<file path="config.mk">
export PLATFORM = sky130hd
export DESIGN_NAME = alu_arbiter
export DESIGN_NICKNAME = d
export VERILOG_FILES = /design/src/rtl/alu_arbiter.sv
export SDC_FILE = /design/constraint.sdc
export NUM_CORES = 1
export LEC_CHECK = 0
export CAP_MARGIN = 20
export CORE_UTILIZATION = 38
export DETAILED_ROUTE_END_ITERATION = 10
export GPL_ROUTABILITY_DRIVEN = 0
export PLACE_DENSITY = 0.76
export SYNTH_ARGS = -nofsm -noshare
export SYNTH_HDL_FRONTEND = slang
export SYNTH_SLANG_ARGS = --single-unit
</file>
<file path="constraint.sdc">
create_clock -name clk -period 1.85 [get_ports clk]
set_clock_uncertainty 0.2 [all_clocks]
set_input_delay 0.555 -clock clk [delete_from_list [all_inputs] [get_ports clk]]
set_output_delay 0.555 -clock clk [all_outputs]
set_load 0.02 [all_outputs]
</file>
<file path="src/rtl/alu_arbiter.sv">
// rtl/alu_arbiter.sv - two-requester round-robin front end for a shared combinational ALU
// Optional resp_err output enabled by defining ALU_ARBITER_ERR_EN.
module alu_arbiter #(
   parameter logic [3:0] IDLE_OP = 4'hF
) (
   input  logic       clk,
   input  logic       rst_n,
   input  logic       req0_valid,
   output logic       req0_ready,
   input  logic [7:0] req0_a,
   input  logic [7:0] req0_b,
   input  logic [3:0] req0_op,
   input  logic       req1_valid,
   output logic       req1_ready,
   input  logic [7:0] req1_a,
   input  logic [7:0] req1_b,
   input  logic [3:0] req1_op,
   output logic [7:0] alu_a,
   output logic [7:0] alu_b,
   output logic [3:0] alu_op,
   input  logic [8:0] alu_z,
   output logic       resp_valid,
   output logic       resp_id,
   output logic [8:0] resp_data,
   input  logic       resp_ready,
`ifdef ALU_ARBITER_ERR_EN
   output logic       resp_err,
`endif
   output logic [15:0] ops_done
);

   typedef enum logic [1:0] {S_IDLE, S_EXEC, S_RESP} state_t;

   state_t      state_q;
   logic        prio1_q;
   logic [7:0]  a_q;
   logic [7:0]  b_q;
   logic [3:0]  op_q;
   logic        id_q;
   logic        resp_valid_q;
   logic        resp_id_q;
   logic [8:0]  resp_data_q;
   logic [15:0] ops_q;
   logic [15:0] ops_d;
   logic        gnt0_d;
   logic        gnt1_d;
   logic        is_idle;
   logic        is_exec;
`ifdef ALU_ARBITER_ERR_EN
   logic        err_q;
`endif

   assign is_idle = (state_q == S_IDLE);
   assign is_exec = (state_q == S_EXEC);

   // prio1_q set means requester 1 wins a tie; rst_n gating keeps ready low during reset
   assign gnt0_d = is_idle & rst_n & req0_valid & (~req1_valid | ~prio1_q);
   assign gnt1_d = is_idle & rst_n & req1_valid & (~req0_valid |  prio1_q);
   assign ops_d  = ops_q + 16'd1;

   always_ff @(posedge clk or negedge rst_n) begin
      if (!rst_n) begin
         state_q      <= S_IDLE;
         prio1_q      <= 1'b0;
         a_q          <= '0;
         b_q          <= '0;
         op_q         <= IDLE_OP;
         id_q         <= 1'b0;
         resp_valid_q <= 1'b0;
         resp_id_q    <= 1'b0;
         resp_data_q  <= '0;
         ops_q        <= '0;
`ifdef ALU_ARBITER_ERR_EN
         err_q        <= 1'b0;
`endif
      end else begin
         case (state_q)
            S_IDLE: begin
               if (gnt0_d | gnt1_d) begin
                  a_q     <= gnt1_d ? req1_a  : req0_a;
                  b_q     <= gnt1_d ? req1_b  : req0_b;
                  op_q    <= gnt1_d ? req1_op : req0_op;
                  id_q    <= gnt1_d;
                  prio1_q <= gnt0_d;
                  state_q <= S_EXEC;
               end
            end
            S_EXEC: begin
               resp_data_q  <= alu_z;
               resp_id_q    <= id_q;
               resp_valid_q <= 1'b1;
`ifdef ALU_ARBITER_ERR_EN
               err_q        <= ((op_q == 4'd2) && (b_q == 8'd0)) || (op_q >= 4'd10);
`endif
               state_q      <= S_RESP;
            end
            S_RESP: begin
               if (resp_ready) begin
                  resp_valid_q <= 1'b0;
                  ops_q        <= ops_d;
                  state_q      <= S_IDLE;
               end
            end
            default: state_q <= S_IDLE;
         endcase
      end
   end

   assign req0_ready = gnt0_d;
   assign req1_ready = gnt1_d;
   assign alu_a      = is_exec ? a_q  : 8'd0;
   assign alu_b      = is_exec ? b_q  : 8'd0;
   assign alu_op     = is_exec ? op_q : IDLE_OP;
   assign resp_valid = resp_valid_q;
   assign resp_id    = resp_id_q;
   assign resp_data  = resp_data_q;
   assign ops_done   = ops_q;
`ifdef ALU_ARBITER_ERR_EN
   assign resp_err   = err_q;
`endif

endmodule

</file>
==> impl_metrics.toml <==
[status]
status = "complete, but fails checks"
violations = "setup timing"

[clock_network]
hold_buffers = 0
clock-root-buffer = "clkbuf_8"
htree_levels = 2
cts_tree = "built"
clock_path_buffers = 2
clk_latency_ns = 0.30
cts_sinks = 51
cts_made_buffers = 5
clkTransAtPathRegs_ns = 0.09

[timing]
period_share_pct = 119
min_period_ns = 2.20
rsz0062_at_grt = "yes"
finalSetupTns_ns = -5.27
relSlewSlack_pct = 56.6
setup_ws_ns = -0.350
setup_viol = 22
drv_slew = 0
fmax_ghz = 0.455
finalHoldViolations = 0
worstMarginPinSlew_ns = 0.650

[routing]
dr.pass1.iters = 4
antenna_left = 0
wire_per_inst_um = 14.0
detailroute.via_count = 2128
wl_um = 6110
viasPerCell = 4.88
drc_errors = 0
drtIter0Drc = 58

[cells_and_area]
fin_area_mm2 = 0.00387
nets = 415
drive_above_1_share_pct = 32.1
area_delta_synth_final_pct = 61.3
final_common_cell = "clkdlybuf4s50_1"
num_antenna_cells = 0
post-route-util_pct = 64.6
final_cell_mix = "clkdlybuf4s50_1, nand2_1, dfrtp_1, buf_6, dlygate4sd2_1"

[setup_path]
startpoint = "state_q[0]"
crit_fanout = 6
arrival_ns = 1.44
path_class = "flip-flop to primary output"
timing.rr.start = "state_q[0]"
cp-end-kind = "primary output"
critPathLaunchType = "flip-flop"
reg2regPathDepth = 7
required_ns = 1.09

[global_route]
grt-ovfl-total = 0
grt_pass1_vias = 2056
antenna_found_initial = 0
grt_pass1_wl_um = 9780
grtUsageTotal_pct = 19.5
grt_max_degree = 52

[place]
dp_hpwl_um = 4110
placed_area_mm2 = 0.00362
port_buffers = 102

[pwr]
leakage_nw = 1.84
p_int_mw = 3.07
p_sw_mw = 1.74
irDropWorstVdd_v = 0.000602
switching_share_pct = 36.2
pwr-share-comb_pct = 49.0
power.density_mw_per_mm2 = 1240
finalPower_mw = 4.81
clockPowerShare_pct = 13.2
seqPwrFrac_pct = 37.8

[die]
die_x_um = 81.5
initial_core_util_pct = 40.1
io_pins = 103
die_h_um = 81.5
rows = 28
core_area_mm2 = 0.00599
dieArea_mm2 = 0.00664

[logic_synthesis]
syn-num-nets = 288
synth_area_per_cell_um2 = 10.3
synth.cell_area_mm2 = 0.00240
ys.flop_type = "dfrtp_1"
ys_ff_latch = 51
synthArstFlopShare_pct = 100
synth_cell_types = 33
synth-seq-area-share_pct = 53.4
synth_edf_count = 0
synthCells = 233
yosysWarnings = 0

[run]
max_cap_violations = 0

[min_path]
hold_path_class = "input port to async pin"
## synth_stat cells (2+ instances only)
cell | n | share of area, %
nand2_1 | 51 | 8.0
dfrtp_1 | 47 | 49
nor2_1 | 22 | 3.4
a31oi_1 | 20 | 5.2
and2_1 | 16 | 4.2
xnor2_1 | 12 | 4.4
mux2_2 | 11 | 5.2
clkbuf_1 | 8 | 1.3
nand2b_1 | 5 | 1.3
nand3_1 | 5 | 1.0
dfstp_2 | 4 | 4.4
inv_1 | 3 | 0.47
nand4_1 | 3 | 0.78
a21oi_1 | 2 | 0.42
buf_4 | 2 | 0.63
buf_6 | 2 | 0.94
nand3_2 | 2 | 0.83
nand4_4 | 2 | 1.8
xnor2_2 | 2 | 1.4
## power groups by stage
| stage | clock (mW) | sequential [mW] | combinational [mW] |
|---|---|---|---|
| final | 0.635 | 1.82 | 2.36 |
| after global routing | 0.701 | 1.88 | 2.55 |
| after floorplan | 0 | 2.03 | 0.971 |
| after global placement | 0 | 1.79 | 2.15 |
| after CTS | 0.655 | 1.82 | 2.35 |
| after detailed placement | 0 | 1.82 | 2.20 |
## cell type report
| class | instances | area [um2] |
|---|---|---|
| Fill cell | 503 | 2120 |
| Sequential cell | 51 | 1280 |
| Timing Repair Buffer | 130 | 1240 |
| Clock buffer | 6 | 72.6 |
| Clock inverter | 2 | 12.5 |
| Inverter | 4 | 20.0 |
| Multi-Input combinational cell | 168 | 1140 |
| Tap cell | 75 | 93.8 |
## layer usage
metal / part of all wire, % / wire length [um] / vias to the layer above / GRT usage (%)
li1: - / - / 1025 / -
met1: 42 / 2570 / 1026 / 23.8
met2: 51 / 3110 / 72 / 34.2
met3: 6.3 / 385 / 5 / 5.44
met4: 0.66 / 40 / 0 / 4.29
met5: 0 / 0 / - / 0
## state kept, by name, summed over array words and instances (netlist names)
name        flops
a_q             8
b_q             8
id_q            1
op_q            4
ops_done       16
prio1_q         1
resp_data       9
resp_id         1
resp_valid      1
state_q         2
## critical path, stage by stage, from the launching register on
cell	delay (ns)
dfrtp_2	0.46
buf_6	0.14
nor3b_4	0.22
nand3_2	0.12
inv_2	0.09
buf_6	0.12
## through the flow
| step | cells | setup slack, ns | hold WS [ns] |
|---|---|---|---|
| 3_5_place_dp | 419 | -0.779 | 0.261 |
| 6_report | 436 | -0.350 | 0.204 |
| 3_3_place_gp | 419 | -0.768 | 0.256 |
| 4_1_cts | 436 | -0.353 | 0.219 |
| 5_1_grt | 436 | -0.416 | 0.245 |
| 2_1_floorplan | 233 | -0.0607 | 0.0594 |
## repair_timing
item                                    4_1_cts  5_1_grt
buffers inserted                              6        0
gates resized for setup                     185       13
pin swaps                                    17        3
cloned                                        3        0
endpoints found under the setup margin       50       47
## final timing paths
path | end | slack, ns
worst max-delay path | req0_ready | -0.35
worst min-delay path | ops_done[3] | 0.20
worst max register to register | op_q[2] | 0.04
worst min register to register | op_q[0] | 0.29
max in group asynchronous | state_q[0] | 0.77
min in group clk | op_q[0] | 0.29
## logic make-up (layout without fill, tap and decap cells)
family | Yosys count | in the layout | synth area share (%)
and+or+nand+nor | 116 | 119 | 25.5
buffers and inverters | 17 | 142 | 3.65
AOI/OAI and AO/OA | 22 | 22 | 5.63
DFF | 51 | 51 | 53.4
muxes | 11 | 11 | 5.16
adders and majority gates | 1 | 1 | 0.521
xor gates and xnor gates | 15 | 15 | 6.10
Note: power is estimated with default switching activity, not from simulation.
